<file path="config.mk">
export PLATFORM = sky130hd
export DESIGN_NAME = sha256_msg_sched
export DESIGN_NICKNAME = d
export VERILOG_FILES = /design/src/rtl/sha256_pkg.sv /design/src/rtl/sha256_sigma.sv /design/src/rtl/sha256_msg_sched.sv
export SDC_FILE = /design/constraint.sdc
export NUM_CORES = 1
export LEC_CHECK = 0
export CELL_PAD_IN_SITES_DETAIL_PLACEMENT = 1
export CELL_PAD_IN_SITES_GLOBAL_PLACEMENT = 1
export CORE_MARGIN = 2
export CORE_UTILIZATION = 30
export DETAILED_ROUTE_END_ITERATION = 8
export PLACE_DENSITY = 0.55
export SLEW_MARGIN = 15
export SYNTH_ARGS = -nofsm -noshare
export SYNTH_HDL_FRONTEND = slang
export SYNTH_SLANG_ARGS = --single-unit
</file>
<file path="constraint.sdc">
create_clock -name i_clk -period 14.7 [get_ports i_clk]
set_clock_uncertainty 0.2 [all_clocks]
set_input_delay 3.675 -clock i_clk [delete_from_list [all_inputs] [get_ports i_clk]]
set_output_delay 3.675 -clock i_clk [all_outputs]
set_load 0.02 [all_outputs]
</file>
<file path="src/rtl/sha256_pkg.sv">
// Shared widths, FSM state type, sigma selector and rotation constants for the
// SHA-256 message schedule generator.
package sha256_pkg;

    localparam int WORD_W    = 32;
    localparam int BLOCK_W   = 512;
    localparam int BUF_DEPTH = 16;

    localparam int S0_ROT_A = 7;
    localparam int S0_ROT_B = 18;
    localparam int S0_SHR   = 3;
    localparam int S1_ROT_A = 17;
    localparam int S1_ROT_B = 19;
    localparam int S1_SHR   = 10;

    typedef enum logic {
        IDLE = 1'b0,
        RUN  = 1'b1
    } state_e;

    typedef enum logic {
        SIGMA0 = 1'b0,
        SIGMA1 = 1'b1
    } sigma_sel_e;

    function automatic logic [WORD_W-1:0] rotr(input logic [WORD_W-1:0] x, input int n);
        return (x >> n) | (x << (WORD_W - n));
    endfunction

endpackage

</file>
<file path="src/rtl/sha256_sigma.sv">
// Small-sigma function of the SHA-256 schedule; sel picks sigma0 (low) or
// sigma1 (high).
module sha256_sigma
    import sha256_pkg::*;
(
    input  logic              sel,
    input  logic [WORD_W-1:0] x,
    output logic [WORD_W-1:0] y
);

    always_comb begin
        if (sel == SIGMA1) begin
            y = rotr(x, S1_ROT_A) ^ rotr(x, S1_ROT_B) ^ (x >> S1_SHR);
        end else begin
            y = rotr(x, S0_ROT_A) ^ rotr(x, S0_ROT_B) ^ (x >> S0_SHR);
        end
    end

endmodule

</file>
<file path="src/rtl/sha256_msg_sched.sv">
// SHA-256 message schedule generator: streams W[0..ROUNDS-1] over a valid/ready
// port. Optional stall counter enabled by SHA256_SCHED_STALL_CNT_EN.
module sha256_msg_sched
    import sha256_pkg::*;
#(
    parameter int ROUNDS = 64
) (
    input  logic               i_clk,
    input  logic               i_reset,
    input  logic               i_start,
    input  logic [BLOCK_W-1:0] i_block,
    output logic               o_busy,
    output logic               o_w_valid,
    input  logic               i_w_ready,
    output logic [WORD_W-1:0]  o_w,
    output logic [5:0]         o_t,
    output logic               o_done
`ifdef SHA256_SCHED_STALL_CNT_EN
    ,
    output logic [15:0]        o_stall_cnt
`endif
);

    localparam logic [5:0] LAST_T = 6'(ROUNDS - 1);

    state_e            state_q;
    state_e            state_d;
    logic [5:0]        t_q;
    logic              done_q;
    logic [WORD_W-1:0] wbuf [BUF_DEPTH];

    logic              valid;
    logic              load;
    logic              hs;
    logic              last;
    logic              expand;
    logic [3:0]        idx_t;
    logic [3:0]        idx_m2;
    logic [3:0]        idx_m7;
    logic [3:0]        idx_m15;
    logic [WORD_W-1:0] s0;
    logic [WORD_W-1:0] s1;
    logic [WORD_W-1:0] w_new;
    logic [WORD_W-1:0] w_cur;

    assign valid  = (state_q == RUN);
    assign load   = (state_q == IDLE) && i_start;
    assign hs     = valid && i_w_ready;
    assign last   = (t_q == LAST_T);
    assign expand = (t_q[5:4] != 2'b00);

    // Circular-buffer taps: 4-bit subtraction wraps modulo the buffer depth.
    assign idx_t   = t_q[3:0];
    assign idx_m2  = idx_t - 4'd2;
    assign idx_m7  = idx_t - 4'd7;
    assign idx_m15 = idx_t - 4'd15;

    sha256_sigma u_sigma0 (
        .sel (SIGMA0),
        .x   (wbuf[idx_m15]),
        .y   (s0)
    );

    sha256_sigma u_sigma1 (
        .sel (SIGMA1),
        .x   (wbuf[idx_m2]),
        .y   (s1)
    );

    assign w_new = s1 + wbuf[idx_m7] + s0 + wbuf[idx_t];
    assign w_cur = expand ? w_new : wbuf[idx_t];

    assign o_busy    = valid;
    assign o_w_valid = valid;
    assign o_w       = valid ? w_cur : '0;
    assign o_t       = t_q;
    assign o_done    = done_q;

    always_ff @(posedge i_clk) begin
        if (i_reset) begin
            state_q <= IDLE;
        end else begin
            state_q <= state_d;
        end
    end

    // NOTE: every variable driven here gets a default first, so no path can infer a latch.
    always_comb begin
        state_d = state_q;
        case (state_q)
            IDLE:    if (i_start) state_d = RUN;
            RUN:     if (hs && last) state_d = IDLE;
            default: state_d = IDLE;
        endcase
    end

    // NOTE: non-blocking assignments so all registers update from pre-edge values.
    always_ff @(posedge i_clk) begin
        if (i_reset) begin
            t_q    <= '0;
            done_q <= 1'b0;
        end else begin
            done_q <= 1'b0;
            if (load) begin
                t_q <= '0;
            end else if (hs) begin
                done_q <= last;
                t_q    <= last ? 6'd0 : t_q + 6'd1;
            end
        end
    end

    // NOTE: the word buffer has no reset; it is always fully reloaded before use.
    always_ff @(posedge i_clk) begin
        if (load) begin
            for (int i = 0; i < BUF_DEPTH; i++) begin
                wbuf[i] <= i_block[BLOCK_W-1-i*WORD_W -: WORD_W];
            end
        end else if (hs && expand) begin
            wbuf[idx_t] <= w_new;
        end
    end

`ifdef SHA256_SCHED_STALL_CNT_EN
    logic [15:0] stall_cnt_q;

    always_ff @(posedge i_clk) begin
        if (i_reset || load) begin
            stall_cnt_q <= '0;
        end else if (valid && !i_w_ready && (stall_cnt_q != 16'hFFFF)) begin
            stall_cnt_q <= stall_cnt_q + 16'd1;
        end
    end

    assign o_stall_cnt = stall_cnt_q;
`endif

endmodule
</file>
==> qor.csv <==
metric,value,unit
fin_tns_setup,0,ns
syn_avg_cell_area,12.2,µm²
grt_max_degree,110,
dr.pass1.iters,5,
number_of_gates_resized_after_cts,0,
worst_slew_margin_rel,0.175,
total_count_of_hold_check_failures_in_the_final_report,0,
drv_cap,0,
yosysSeqAreaShare,0.403,
path_class,reg -> out,
mapped_cells,3165,
hold-path-cell-count,2,
final_net_count,4225,
post_cts_buffers,0,
detailedPlace.worstSlack,2.29,ns
sequential_share_of_power,0.209,
synth_nets,3780,
cts_inserted_buffers,60,
die_area,0.132,mm²
postSynth.topFlopCell,sky130_fd_sc_hd__edfxtp_1,
critPathRequiredTime,10.82,ns
cts_tree,built,
numPortBuffers,556,
syn_to_final_growth,25.0,%
post-dp-hpwl,158000,µm
synthesis_warning_total,0,
post-place-cells,5210,
routed-via-count,32700,
cpMostUsedCell,sky130_fd_sc_hd__inv_1,
hold_path_end,o_t[5],
finalSetupViolations,0,
worst_r2r_path_depth,24,
place.gp.congestion,0.975,
max_incr_delay_on_cp,0.89,ns
timing.critical_path.from_type,register,
path_clk_slew,0.07,ns
min-delay-start,o_t[5],
cell_breakdown_of_the_critical_path,"inv_1, ha_1, xor2_4, buf_4, buf_4, mux4_2, xnor2_1, fa_1, inv_1, fa_1, inv_1, ha_1, a21o_1, a21oi_1, o21ai_1, a41oi_1, or3_1, a21oi_1, o41a_1, o21a_1, o31ai_1, clkdlybuf4s50_1",
ios,557,
drc,0,
ir_drop,216,µV
cts_hold_repair_buffers,0,
synth_top_area_frac,0.397,
synth-async-reset-ratio,0,
cellPowerDensity,181,mW/mm²
hold_path.class,reg -> reg,
worstSetupEndpointType,output port,
unrepaired_setup_endpoints_after_global_routing,no,
placeableCoreArea,0.128,mm²
routed_wl,200000,µm
cells_taking_the_most_area_after_synthesis,"sky130_fd_sc_hd__edfxtp_1, sky130_fd_sc_hd__mux4_2, sky130_fd_sc_hd__nand2_1",
final_period_minus_worst_setup_slack,13.23,ns
antenna_left,0,
post_layout_utilization_of_the_core,0.379,
post_route_clock_period_utilization,0.900,
clock_power_share,0.184,
clock_tree.htree_level_count,2,
yosysUniqueCellTypes,63,
number_of_antenna_violations_at_the_first_check_in_global_routing,15,
die_height,363,µm
cellInternalPower,4.08,mW
leakagePower,16.9,nW
clock_insertion_delay_worst_skew,0.70,ns
gr-total-overflow,0,
numClockSinks,524,
timing.critical_path.from,o_t[2],
wire_length_of_the_first_global_routing_pass,270000,µm
groute.usage.overall,0.297,
synth_enable_flop_cells,512,
worst_r2r_startpoint,o_t[2],
tightestPinTransition,1.24,ns
chipWidth,363,µm
yosysTopAreaCell,sky130_fd_sc_hd__edfxtp_1,
synth.most_common_cell,sky130_fd_sc_hd__nand2_1,
first_global_vias,32100,
yosys_register_bits,524,
worstSetupPathDepth,22,
row_count,131,
critical-path-top-delay-family,compound AO/OA/AOI/OAI gates,
whs,0.435,ns
drive_gt1_frac,0.213,
worstReg2RegEnd,wbuf[7][29],
clock_path_buffers,3,
highest_achievable_clock_rate,75.6,MHz
drt-initial-drc-count,4650,
syn-cell-area,0.0387,mm²
comb_power_share,0.607,
switching_power,4.67,mW
wire_per_inst,37.6,µm
postLayoutSetupSlackWorst,1.47,ns
root_cell_of_the_clock_tree,sky130_fd_sc_hd__clkbuf_16,
initial_utilization,0.303,
final_cell_count_no_fill,5324,
cp.buffers_inverters,6,
crit_slowest_cell,sky130_fd_sc_hd__dfxtp_1,
highest_net_fanout_along_the_worst_path,17,
synth_common_cells,"sky130_fd_sc_hd__nand2_1, sky130_fd_sc_hd__edfxtp_1, sky130_fd_sc_hd__mux4_2, sky130_fd_sc_hd__o21ai_0, sky130_fd_sc_hd__clkbuf_1",
final_max_slew_viol_count,0,
critical_path_arrival,9.36,ns
status,"complete, no violations",
sw_frac_of_total,0.534,
rrSetupSlack,6.04,ns
vias_per_cell,6.14,
registers in the layout (all words and copies together), names as in the netlist, named ones only:
| signal | flops |
|---|---|
| o_t | 6 |
| o_done | 1 |
| o_busy | 1 |
| wbuf | 512 |
through the flow:
stage	total power, mW	area [µm²]
floorplan	4.34	38700
global placement	6.96	46400
detailed placement	6.99	46400
CTS	8.60	48400
global route	9.04	48400
finish	8.75	48400
area by class of cell:
type / instances / area, µm²
clock inverters: 45 / 498
diodes: 4 / 10.0
multi-input cells: 2251 / 21800
flip-flops and latches: 524 / 15600
well taps: 1662 / 2080
inverters: 113 / 424
fillers: 13500 / 79400
repair buffers: 660 / 6430
clock buffers: 65 / 1540
power by group through the flow:
stage | combinational, mW | clock (mW) | sequential [mW]
6_report | 5.31 | 1.61 | 1.83
5_1_grt | 5.53 | 1.67 | 1.83
4_1_cts | 5.16 | 1.62 | 1.82
3_5_place_dp | 5.14 | 0 | 1.85
3_3_place_gp | 5.11 | 0 | 1.85
2_1_floorplan | 2.54 | 0 | 1.81
kinds of logic after synthesis:
group                    synth area share
AND/OR/NAND/NOR                    0.0957
AO/OA/AOI/OAI                      0.0784
multiplexers                        0.304
flip-flops                          0.403
buffers and inverters              0.0401
XOR/XNOR                           0.0347
adder cells (fa/ha/maj)            0.0440
cells in the final DEF, fill, tap and decap left out, types with 10 or more instances in the layout:
cell type and count:
sky130_fd_sc_hd__nor2_1 74, sky130_fd_sc_hd__clkdlybuf4s50_1 556, sky130_fd_sc_hd__nand3_1 50, sky130_fd_sc_hd__edfxtp_1 512, sky130_fd_sc_hd__inv_1 112, sky130_fd_sc_hd__mux2_2 19, sky130_fd_sc_hd__buf_4 97, sky130_fd_sc_hd__clkinvlp_4 11
sky130_fd_sc_hd__clkbuf_16 61, sky130_fd_sc_hd__clkinv_1 12, sky130_fd_sc_hd__ha_1 36, sky130_fd_sc_hd__o21ai_1 11, sky130_fd_sc_hd__nand2_1 731, sky130_fd_sc_hd__xor2_1 17, sky130_fd_sc_hd__o21ai_0 369, sky130_fd_sc_hd__a21o_1 13
sky130_fd_sc_hd__a22oi_1 16, sky130_fd_sc_hd__o2111ai_1 18, sky130_fd_sc_hd__a21oi_1 38, sky130_fd_sc_hd__fa_1 62, sky130_fd_sc_hd__nor3_1 15, sky130_fd_sc_hd__o21a_1 10, sky130_fd_sc_hd__mux4_2 511, sky130_fd_sc_hd__nand2_2 17
sky130_fd_sc_hd__o31ai_1 17, sky130_fd_sc_hd__xnor2_1 119, sky130_fd_sc_hd__clkinv_2 11
how the worst max path moves through the flow:
stage	endpoint	slack, ns
after floorplan	o_w[30]	2.54
after global placement	o_w[30]	2.38
after detailed placement	o_w[28]	2.29
after CTS	o_w[28]	1.54
after global routing	o_w[28]	1.05
final	o_w[28]	1.47
tightest hold or removal path: stages, from the launching register on:
cell                      delay [ns]
sky130_fd_sc_hd__dfxtp_1        0.39
sky130_fd_sc_hd__o21ai_0        0.12
sky130_fd_sc_hd__a21oi_1        0.07
metal layers:
metal  vias to the layer above  share of wire  GRT usage
li1                      12900              -          -
met4                         4          0.031     0.0871
met1                     17300           0.42      0.433
met2                      2260           0.42      0.417
met3                       214           0.13     0.0971
met5                         -        0.00017          0
Power figures use the tool's default switching activity.
